### src/rtl/rs232_tx_arbiter.sv
// rs232_tx_arbiter
// Shares the single transmit channel of a quick_rs232 instance between
// NUM_REQ on-chip requesters. Arbitration is round-robin; the winner keeps
// the channel for a burst of up to MAX_BURST bytes (0 = unlimited), and the
// arbiter runs the tx_transaction / tx_data / tx_data_ready / tx_data_copied /
// tx_busy handshake on its behalf. Same clock domain as quick_rs232.
//
// Optional build macro: RS232_TX_ARB_TIMEOUT_EN
//   Adds parameter COPY_TIMEOUT and output tx_timeout_err. A byte that is not
//   copied within COPY_TIMEOUT cycles is abandoned (no ack) and the grant is
//   drained. Without the macro WAIT_COPY waits indefinitely.
module rs232_tx_arbiter #(
    parameter int NUM_REQ   = 4,
    parameter int BYTE_LEN  = 8,
    parameter int MAX_BURST = 16
`ifdef RS232_TX_ARB_TIMEOUT_EN
    ,
    parameter int COPY_TIMEOUT = 100000
`endif
) (
    input  logic                         clk,
    input  logic                         rst,
    input  logic [NUM_REQ-1:0]           req,
    input  logic [NUM_REQ-1:0]           req_valid,
    input  logic [NUM_REQ*BYTE_LEN-1:0]  req_data,
    output logic [NUM_REQ-1:0]           req_ack,
    output logic [NUM_REQ-1:0]           grant,
    output logic                         tx_transaction,
    output logic [BYTE_LEN-1:0]          tx_data,
    output logic                         tx_data_ready,
    input  logic                         tx_data_copied,
    input  logic                         tx_busy
`ifdef RS232_TX_ARB_TIMEOUT_EN
    ,
    output logic                         tx_timeout_err
`endif
);

    localparam int IDX_W = (NUM_REQ > 1) ? $clog2(NUM_REQ) : 1;
    localparam int CNT_W = (MAX_BURST > 0) ? $clog2(MAX_BURST + 1) : 1;
    localparam bit UNLIMITED_C = (MAX_BURST == 0);
    localparam logic [CNT_W-1:0]   BURST_LIM_C = CNT_W'(MAX_BURST);
    localparam logic [IDX_W-1:0]   LAST_RST_C  = IDX_W'(NUM_REQ - 1);
    localparam logic [NUM_REQ-1:0] ONE_HOT0_C  = {{(NUM_REQ-1){1'b0}}, 1'b1};

`ifdef RS232_TX_ARB_TIMEOUT_EN
    localparam int TO_W = (COPY_TIMEOUT > 1) ? $clog2(COPY_TIMEOUT) : 1;
    localparam logic [TO_W-1:0] TO_LIM_C = TO_W'(COPY_TIMEOUT - 1);
`endif

    typedef enum logic [1:0] {
        ST_IDLE      = 2'd0,
        ST_GRANTED   = 2'd1,
        ST_WAIT_COPY = 2'd2,
        ST_DRAIN     = 2'd3
    } state_t;

    state_t                 state_r;
    logic [IDX_W-1:0]       last_r;
    logic [IDX_W-1:0]       owner_r;
    logic [CNT_W-1:0]       burst_cnt_r;
    logic [NUM_REQ-1:0]     grant_r;
    logic [NUM_REQ-1:0]     req_ack_r;
    logic                   tx_transaction_r;
    logic [BYTE_LEN-1:0]    tx_data_r;
    logic                   tx_data_ready_r;
`ifdef RS232_TX_ARB_TIMEOUT_EN
    logic [TO_W-1:0]        to_cnt_r;
    logic                   tx_timeout_err_r;
`endif

    logic [IDX_W-1:0]       winner_s;
    logic                   found_s;
    logic [IDX_W-1:0]       cand_idx_s;
    int                     cand_v;
    logic                   owner_req_s;
    logic                   owner_valid_s;
    logic [BYTE_LEN-1:0]    owner_data_s;
    logic                   burst_ok_s;

    // Round-robin pick: first requesting index after the last owner, wrapping.
    always_comb begin
        winner_s   = last_r;
        found_s    = 1'b0;
        cand_v     = 0;
        cand_idx_s = last_r;
        for (int k = 1; k <= NUM_REQ; k++) begin
            cand_v     = (int'(last_r) + k) % NUM_REQ;
            cand_idx_s = IDX_W'(cand_v);
            if (!found_s && req[cand_idx_s]) begin
                winner_s = cand_idx_s;
                found_s  = 1'b1;
            end else begin
                winner_s = winner_s;
                found_s  = found_s;
            end
        end
    end

    // Owner's request lines and byte; other requesters are never looked at.
    always_comb begin
        owner_req_s   = req[owner_r];
        owner_valid_s = req_valid[owner_r];
        owner_data_s  = req_data[int'(owner_r)*BYTE_LEN +: BYTE_LEN];
    end

    // Burst budget: another byte may start only while below the limit.
    always_comb begin
        if (UNLIMITED_C) begin
            burst_ok_s = 1'b1;
        end else begin
            burst_ok_s = (burst_cnt_r < BURST_LIM_C);
        end
    end

    // Arbitration / handshake FSM with all outputs registered.
    always_ff @(posedge clk) begin
        if (rst) begin
            state_r          <= ST_IDLE;
            last_r           <= LAST_RST_C;
            owner_r          <= '0;
            burst_cnt_r      <= '0;
            grant_r          <= '0;
            req_ack_r        <= '0;
            tx_transaction_r <= 1'b0;
            tx_data_r        <= '0;
            tx_data_ready_r  <= 1'b0;
`ifdef RS232_TX_ARB_TIMEOUT_EN
            to_cnt_r         <= '0;
            tx_timeout_err_r <= 1'b0;
`endif
        end else begin
            // ack and error are single-cycle pulses
            req_ack_r        <= '0;
`ifdef RS232_TX_ARB_TIMEOUT_EN
            tx_timeout_err_r <= 1'b0;
`endif
            case (state_r)
                ST_IDLE: begin
                    if (found_s) begin
                        owner_r          <= winner_s;
                        grant_r          <= ONE_HOT0_C << winner_s;
                        tx_transaction_r <= 1'b1;
                        burst_cnt_r      <= '0;
                        state_r          <= ST_GRANTED;
                    end else begin
                        state_r          <= ST_IDLE;
                    end
                end

                ST_GRANTED: begin
                    if (|req_ack_r) begin
                        // ack cycle: requester is still swapping in its next byte
                        state_r         <= ST_GRANTED;
                    end else if (owner_valid_s && burst_ok_s) begin
                        tx_data_r       <= owner_data_s;
                        tx_data_ready_r <= 1'b1;
`ifdef RS232_TX_ARB_TIMEOUT_EN
                        to_cnt_r        <= '0;
`endif
                        state_r         <= ST_WAIT_COPY;
                    end else if (!owner_req_s || !burst_ok_s) begin
                        state_r         <= ST_DRAIN;
                    end else begin
                        state_r         <= ST_GRANTED;
                    end
                end

                ST_WAIT_COPY: begin
                    if (tx_data_copied) begin
                        tx_data_ready_r <= 1'b0;
                        req_ack_r       <= grant_r;
                        if (burst_cnt_r != BURST_LIM_C) begin
                            burst_cnt_r <= burst_cnt_r + CNT_W'(1);
                        end else begin
                            burst_cnt_r <= burst_cnt_r;
                        end
                        state_r         <= ST_GRANTED;
                    end
`ifdef RS232_TX_ARB_TIMEOUT_EN
                    else if (to_cnt_r == TO_LIM_C) begin
                        // byte abandoned: no ack, give the channel back
                        tx_data_ready_r  <= 1'b0;
                        tx_timeout_err_r <= 1'b1;
                        state_r          <= ST_DRAIN;
                    end else begin
                        to_cnt_r         <= to_cnt_r + TO_W'(1);
                        state_r          <= ST_WAIT_COPY;
                    end
`else
                    else begin
                        state_r <= ST_WAIT_COPY;
                    end
`endif
                end

                ST_DRAIN: begin
                    if (!tx_busy) begin
                        tx_transaction_r <= 1'b0;
                        grant_r          <= '0;
                        last_r           <= owner_r;
                        state_r          <= ST_IDLE;
                    end else begin
                        state_r          <= ST_DRAIN;
                    end
                end

                default: begin
                    tx_transaction_r <= 1'b0;
                    tx_data_ready_r  <= 1'b0;
                    grant_r          <= '0;
                    state_r          <= ST_IDLE;
                end
            endcase
        end
    end

    assign req_ack        = req_ack_r;
    assign grant          = grant_r;
    assign tx_transaction = tx_transaction_r;
    assign tx_data        = tx_data_r;
    assign tx_data_ready  = tx_data_ready_r;
`ifdef RS232_TX_ARB_TIMEOUT_EN
    assign tx_timeout_err = tx_timeout_err_r;
`endif

endmodule

### config.mk
export PLATFORM = sky130hd
export DESIGN_NAME = rs232_tx_arbiter
export DESIGN_NICKNAME = d
export VERILOG_FILES = /design/src/rtl/rs232_tx_arbiter.sv
export SDC_FILE = /design/constraint.sdc
export NUM_CORES = 1
export LEC_CHECK = 0
export BUFFER_PORTS_ARGS = -buffer_cell sky130_fd_sc_hd__buf_2
export CAP_MARGIN = 20
export CORE_ASPECT_RATIO = 2
export CORE_MARGIN = 5
export CORE_UTILIZATION = 40
export DETAILED_ROUTE_END_ITERATION = 10
export GPL_TIMING_DRIVEN = 0
export PLACE_DENSITY = 0.69
export SLEW_MARGIN = 20
export SYNTH_ARGS = -nofsm -noshare
export SYNTH_HDL_FRONTEND = slang
export SYNTH_SLANG_ARGS = --single-unit
### constraint.sdc
create_clock -name clk -period 2.8 [get_ports clk]
set_input_delay 0.56 -clock clk [delete_from_list [all_inputs] [get_ports clk]]
set_output_delay 0.56 -clock clk [all_outputs]
set_load 0.005 [all_outputs]
==> results_dict.tcl, run 1 <==
set metrics [dict create \
    status "completed" \
    endpoint_kind "flop" \
    p_switching_mw 0.331 \
    cts_setup_buffers 0 \
    cts.path.max_buffers 2 \
    rrSetupSlack_ns 1.15 \
    overflow 0 \
    hold_buffers 0 \
    htree_levels 2 \
    numCtsBuffers 5 \
    maxCapViolCount 0 \
    clock-root-buffer "clkbuf_8" \
    cp-start-kind "flop" \
    endpoint "state_r[0]$_SDFF_PP0_" \
    slowest_stage "mux4_2" \
    yosys_warnings 0 \
    ir_drop_mv 0.390 \
    place_hpwl_um 3240 \
    drtIter0Drc 18 \
    synth_flop_cell "dfxtp_1" \
    final_area_sq_mm 0.00203 \
    start_util_pct 40.6 \
    cp.required_ns 2.99 \
    routed_wl_um 3960 \
    synthTopCellsByArea "dfxtp_1 38%, mux4_2 13%, mux2i_1 6.5%, nor2_1 3.4%, and3_1 2.0%" \
    drive_gt1_share_pct 40.3 \
    layout_commonest_cell "buf_2" \
    rsz0062_at_grt "no" \
    n_fill_cell 358 \
    grt_pass1_wl_um 6640 \
    reg2reg_to "state_r[0]$_SDFF_PP0_" \
    nNetsFinal 261 \
    synth_top_area_share_pct 37.6 \
    coreArea_sq_mm 0.00380 \
    path_buf_inv 2 \
    async_reset_ff_share_pct 0 \
    syn-num-nets 193 \
    antenna_found_initial 0 \
    p_int_mw 0.892 \
    wl_met2_um 2230 \
    synth_cells 147 \
    register_area_sq_um 581 \
    drt-met1-wl_um 1350 \
    syn_avg_cell_area_sq_um 10.5 \
    post-route-drc-count 0 \
    grt_pass1_vias 1537 \
    first_pass_iters 4 \
    multi_input_area_sq_um 886 \
    port_buffers 61 \
    path_clk_slew_ns 0.06 \
    vias_per_cell 5.33 \
    yosys.area.top_type "dfxtp_1" \
    via_count 1424 \
    worst-setup-path-type "reg -> reg" \
    worst_pin_slew_ns 0.672 \
    synth_edf_count 0 \
    switching_share_pct 27.1 \
    gp_congestion 0.811 \
    finalSetupViolations 0 \
    power.density_mw_per_mm2 603 \
    worstSkewPairLatency_ns 0.28 \
    ys_ff_latch 29 \
    pwr-share-clk_pct 36.5 \
    min_path_cells 2 \
    crit_chain "mux4_2, nand4b_2, buf_6, inv_4, a2111oi_4" \
    grt_util_all_layers_pct 17.1 \
    synthDistinctLibCells 43 \
    dieArea_sq_mm 0.00527 \
    power_frac_seq_pct 38.3 \
    ios 62 \
    die_h_um 97.8 \
    dpl-instance-area_sq_mm 0.00191 \
    critPathTopFamily "multiplexers" \
    wl_met3_um 299 \
    timing.final.crit_period_ns 1.65 \
    layout_common_cells "63 x buf_2, 29 x dfxtp_1, 14 x nor2_1" \
    synth.yosys.seq_area_share_pct 37.6 \
    p_leak_nw 0.970 \
    hp-class "reg -> reg" \
    finalHoldViolCount 0 \
    die_w_um 53.9 \
    fin_crit_sh_pct 58.8 \
    diodes 0 \
    rows 32 \
    worstSetupStartpoint "owner_r[0]$_SDFFE_PP0P_" \
    ant_nets 0 \
    top_layer "met4" \
    netlist_area_sq_mm 0.00154 \
    syn_to_final_growth_pct 31.5 \
    worstPathArrival_ns 1.83 \
    fmax_mhz 607 \
    rr_worst_depth 5 \
    wl_per_cell_um 14.8 \
    cp.depth 5 \
    slew_headroom_pct 54.8 \
    worstPathMaxFanout 9 \
    cts_tree "yes" \
    cts_sinks 29 \
    grt_max_degree 11 \
    slowest_delay_ns 0.54 \
    slew_violations 0 \
    ctsResizeCount 0 \
    rr_startpoint "owner_r[0]$_SDFFE_PP0P_" \
    combPwrFrac_pct 25.2 \
    final.setup.tns_ns 0 \
    p_total_mw 1.22 \
    fin_skew_ns 0.00580 \
]
==> Yosys cell counts, types with 2 or more instances <==
library cell / n
buf_2: 2
nand4_1: 5
nor2_1: 14
ha_1: 2
inv_1: 7
o21ai_0: 4
mux2i_1: 10
nand3b_1: 2
nor2b_1: 4
nand2_1: 5
clkbuf_1: 5
nand2b_1: 3
a21o_1: 2
xor2_1: 2
a21oi_1: 6
dfxtp_1: 29
mux4_2: 9
and3_1: 5
o41ai_1: 3
nor3_1: 5
==> stage by stage <==
step | util [%] | std cells | setup slack (ns) | hold WS (ns)
final | 53.3 | 267 | 1.15 | 0.458
after global placement | 50.3 | 259 | 0.916 | 0.448
after detailed placement | 50.3 | 259 | 0.907 | 0.451
after floorplan | - | 147 | 1.10 | 0.453
after global routing | 53.3 | 267 | 1.04 | 0.494
after CTS | 53.3 | 267 | 1.08 | 0.460
==> cell type report <==
cell class              instances  share of cell area, %
clock buffers                   7                   4.26
flip-flops and latches         29                   28.6
multi-input cells             101                   43.7
well taps                      51                   3.15
inverters                       8                   1.60
plain buffers                   9                   2.16
clock inverters                 1                   1.48
repair buffers                 61                   15.1
==> logic make-up (layout without fill, tap and decap cells) <==
family | count (synthesis) | in the layout | synth area share, %
DFF | 29 | 29 | 37.6
and+or+nand+nor | 51 | 51 | 19.7
muxes | 20 | 20 | 21.3
buffers and inverters | 17 | 86 | 4.95
AOI/OAI and AO/OA | 25 | 25 | 13.1
xor gates and xnor gates | 3 | 3 | 1.70
adders and majority gates | 2 | 2 | 1.62
==> per-layer routing <==
layer  vias up  track usage [%]
met5         -                0
met4         0             6.69
met3         6             5.95
met2        57             32.1
met1       668             15.1
li1        693                -
==> state kept, by name, indices dropped and copies added (netlist names) <==
name / flops
tx_transaction: 1
req_ack: 4
tx_data_ready: 1
grant: 4
owner_r: 2
burst_cnt_r: 5
state_r: 2
tx_data: 8
last_r: 2
==> worst min-delay path by stage <==
stage,end,start
5_1_grt,tx_transaction$_SDFFE_PP0P_,tx_transaction$_SDFFE_PP0P_
4_1_cts,tx_transaction$_SDFFE_PP0P_,tx_transaction$_SDFFE_PP0P_
6_report,tx_transaction$_SDFFE_PP0P_,tx_transaction$_SDFFE_PP0P_
3_3_place_gp,tx_transaction$_SDFFE_PP0P_,tx_transaction$_SDFFE_PP0P_
3_5_place_dp,tx_transaction$_SDFFE_PP0P_,tx_transaction$_SDFFE_PP0P_
2_1_floorplan,tx_transaction$_SDFFE_PP0P_,tx_transaction$_SDFFE_PP0P_
==> worst register-to-register path: stages (launching register included) <==
cell and delay (ns):
dfxtp_1 0.38, mux4_2 0.54, nand4b_2 0.10, buf_6 0.18, inv_4 0.06, a2111oi_4 0.29
==> power groups by stage <==
stage	combinational (mW)	clock [mW]	sequential, mW
6_report	0.309	0.446	0.468
3_5_place_dp	0.311	0	0.478
4_1_cts	0.312	0.456	0.469
3_3_place_gp	0.308	0	0.478
2_1_floorplan	0.210	0	0.477
5_1_grt	0.340	0.471	0.475
No activity file was read; power rests on OpenSTA's default activity.
==> inputs of run 2 (changes only) <==
==> constraint.sdc (replaced) <==
create_clock -name clk -period 1.65 [get_ports clk]
set_input_delay 0.33 -clock clk [delete_from_list [all_inputs] [get_ports clk]]
set_output_delay 0.33 -clock clk [all_outputs]
set_load 0.005 [all_outputs]
==> results_dict.tcl, run 2 (synthesized netlist as in run 1, its figures left out) <==
set metrics [dict create \
    combPwrFrac_pct 25.6 \
    ir_drop_mv 0.708 \
    cp.depth 5 \
    clock-root-buffer "clkbuf_8" \
    critPathTopFamily "multiplexers" \
    status "completed" \
    final.setup.tns_ns 0 \
    register_area_sq_um 582 \
    die_h_um 97.8 \
    p_switching_mw 0.560 \
    timing.final.crit_period_ns 1.60 \
    pre_cts_slack_ns -0.0704 \
    crit_chain "mux4_2, nand4b_2, buf_8, inv_4, a2111oi_4" \
    worstSkewPairLatency_ns 0.28 \
    coreArea_sq_mm 0.00380 \
    finalSetupViolations 0 \
    slowest_delay_ns 0.52 \
    finalHoldViolCount 0 \
    fmax_mhz 626 \
    ant_nets 0 \
    rrSetupSlack_ns 0.05 \
    rsz0062_at_grt "no" \
    power_frac_seq_pct 38.2 \
    fin_hold_ws_ns 0.321 \
    slew_violations 0 \
    hp-class "in -> reg" \
    largest_reg_flops 8 \
    hold_buffers 0 \
    drtIter0Drc 20 \
    start_util_pct 40.6 \
    nNetsFinal 264 \
    use_met3_pct 5.95 \
    drive_gt1_share_pct 42.9 \
    place_hpwl_um 3240 \
    utilization_pct 54.3 \
    final_cells 270 \
    multi_input_area_sq_um 892 \
    dieArea_sq_mm 0.00527 \
    htree_levels 2 \
    rr_startpoint "owner_r[0]$_SDFFE_PP0P_" \
    grt_pass1_wl_um 6640 \
    endpoint_kind "flop" \
    grt_pass1_vias 1537 \
    dpl-instance-area_sq_mm 0.00191 \
    worst-setup-path-type "reg -> reg" \
    rr_worst_depth 5 \
    diodes 0 \
    cts_sinks 29 \
    cp.required_ns 1.83 \
    layout_commonest_cell "buf_2" \
    gp_congestion 0.811 \
    cts_tree "yes" \
    numCtsBuffers 5 \
    rows 32 \
    cp-start-kind "flop" \
    switching_share_pct 26.8 \
    routed_wl_um 3950 \
    overflow 0 \
    path_clk_slew_ns 0.06 \
    maxCapViolCount 0 \
    fin_skew_ns 0.00678 \
    worst_pin_slew_ns 0.543 \
    cts.path.max_buffers 2 \
    slowest_stage "mux4_2" \
    path_buf_inv 2 \
    reg2reg_to "state_r[0]$_SDFF_PP0_" \
    p_leak_nw 0.992 \
    layout_common_cells "62 x buf_2, 28 x dfxtp_1, 14 x nor2_1" \
    fin_crit_sh_pct 96.8 \
    grt_max_degree 11 \
    p_int_mw 1.53 \
    vias_per_cell 5.29 \
    pwr-share-clk_pct 36.2 \
    die_w_um 53.9 \
    grt_util_all_layers_pct 17.1 \
    final_area_sq_mm 0.00207 \
    post-route-drc-count 0 \
    p_total_mw 2.09 \
    worstSetupStartpoint "owner_r[0]$_SDFFE_PP0P_" \
    first_pass_iters 4 \
    finalWorstSetupSlack_ns 0.0533 \
    grt_util_met2_pct 32.1 \
    port_buffers 61 \
    slew_headroom_pct 63.8 \
    ios 62 \
    via_count 1428 \
    grtUsageMet1_pct 15.1 \
    busiest_layer "met2" \
    antenna_found_initial 0 \
    n_fill_cell 358 \
    syn_to_final_growth_pct 34.0 \
    worstPathMaxFanout 9 \
    worstPathArrival_ns 1.78 \
    wl_per_cell_um 14.6 \
    endpoint "state_r[0]$_SDFF_PP0_" \
    power.density_mw_per_mm2 1010 \
    place_inst 259 \
]
==> run 2: changes by cell type in the layout (fill, tap and decap cells not counted), sizes merged <==
cell    before  now
clkbuf      12   13
buf         65   67
==> run 2: cell type report <==
cell class	count	share of cell area (%)
Multi-Input combinational cell	101	43.2
Sequential cell	29	28.1
Timing Repair Buffer	64	15.9
Inverter	8	1.57
Tap cell	51	3.09
Clock inverter	1	1.45
Clock buffer	7	4.18
Buffer	9	2.54
==> run 2: how the worst min path moves through the flow <==
stage / from / to / slack [ns] / cells past startpoint
floorplan: rst / grant[1]$_SDFFE_PP0P_ / 0.43 / 1
global placement: tx_transaction$_SDFFE_PP0P_ / tx_transaction$_SDFFE_PP0P_ / 0.45 / 2
detailed placement: tx_transaction$_SDFFE_PP0P_ / tx_transaction$_SDFFE_PP0P_ / 0.45 / 2
CTS: rst / grant[1]$_SDFFE_PP0P_ / 0.31 / 2
global route: rst / grant[1]$_SDFFE_PP0P_ / 0.32 / 2
finish: rst / grant[1]$_SDFFE_PP0P_ / 0.32 / 2
==> run 2: routing by layer <==
layer | vias to the layer above | routed length (um)
met5 | - | 0
met1 | 667 | 1330
met3 | 6 | 309
met4 | 0 | 74
li1 | 696 | -
met2 | 59 | 2240
==> run 2: power groups by stage <==
stage	combinational (mW)	clock [mW]	sequential (mW)
6_report	0.534	0.756	0.796
5_1_grt	0.590	0.799	0.807
3_5_place_dp	0.527	0	0.811
3_3_place_gp	0.523	0	0.810
2_1_floorplan	0.356	0	0.810
4_1_cts	0.530	0.774	0.797
==> run 2: repair_timing <==
action,4_1_cts,5_1_grt
endpoints found under the hold margin,0,0
setup buffers,0,3
setup endpoints to repair,9,6
gates resized for setup,2,6
pin swaps,0,0
==> run 2: worst register-to-register path: cells and delay by family, from the launching register on <==
| family | cells | cell delay (ns) |
|---|---|---|
| AO/OA/AOI/OAI | 1 | 0.29 |
| buffers and inverters | 2 | 0.21 |
| flip-flops | 1 | 0.36 |
| multiplexers | 1 | 0.52 |
| AND/OR/NAND/NOR | 1 | 0.11 |
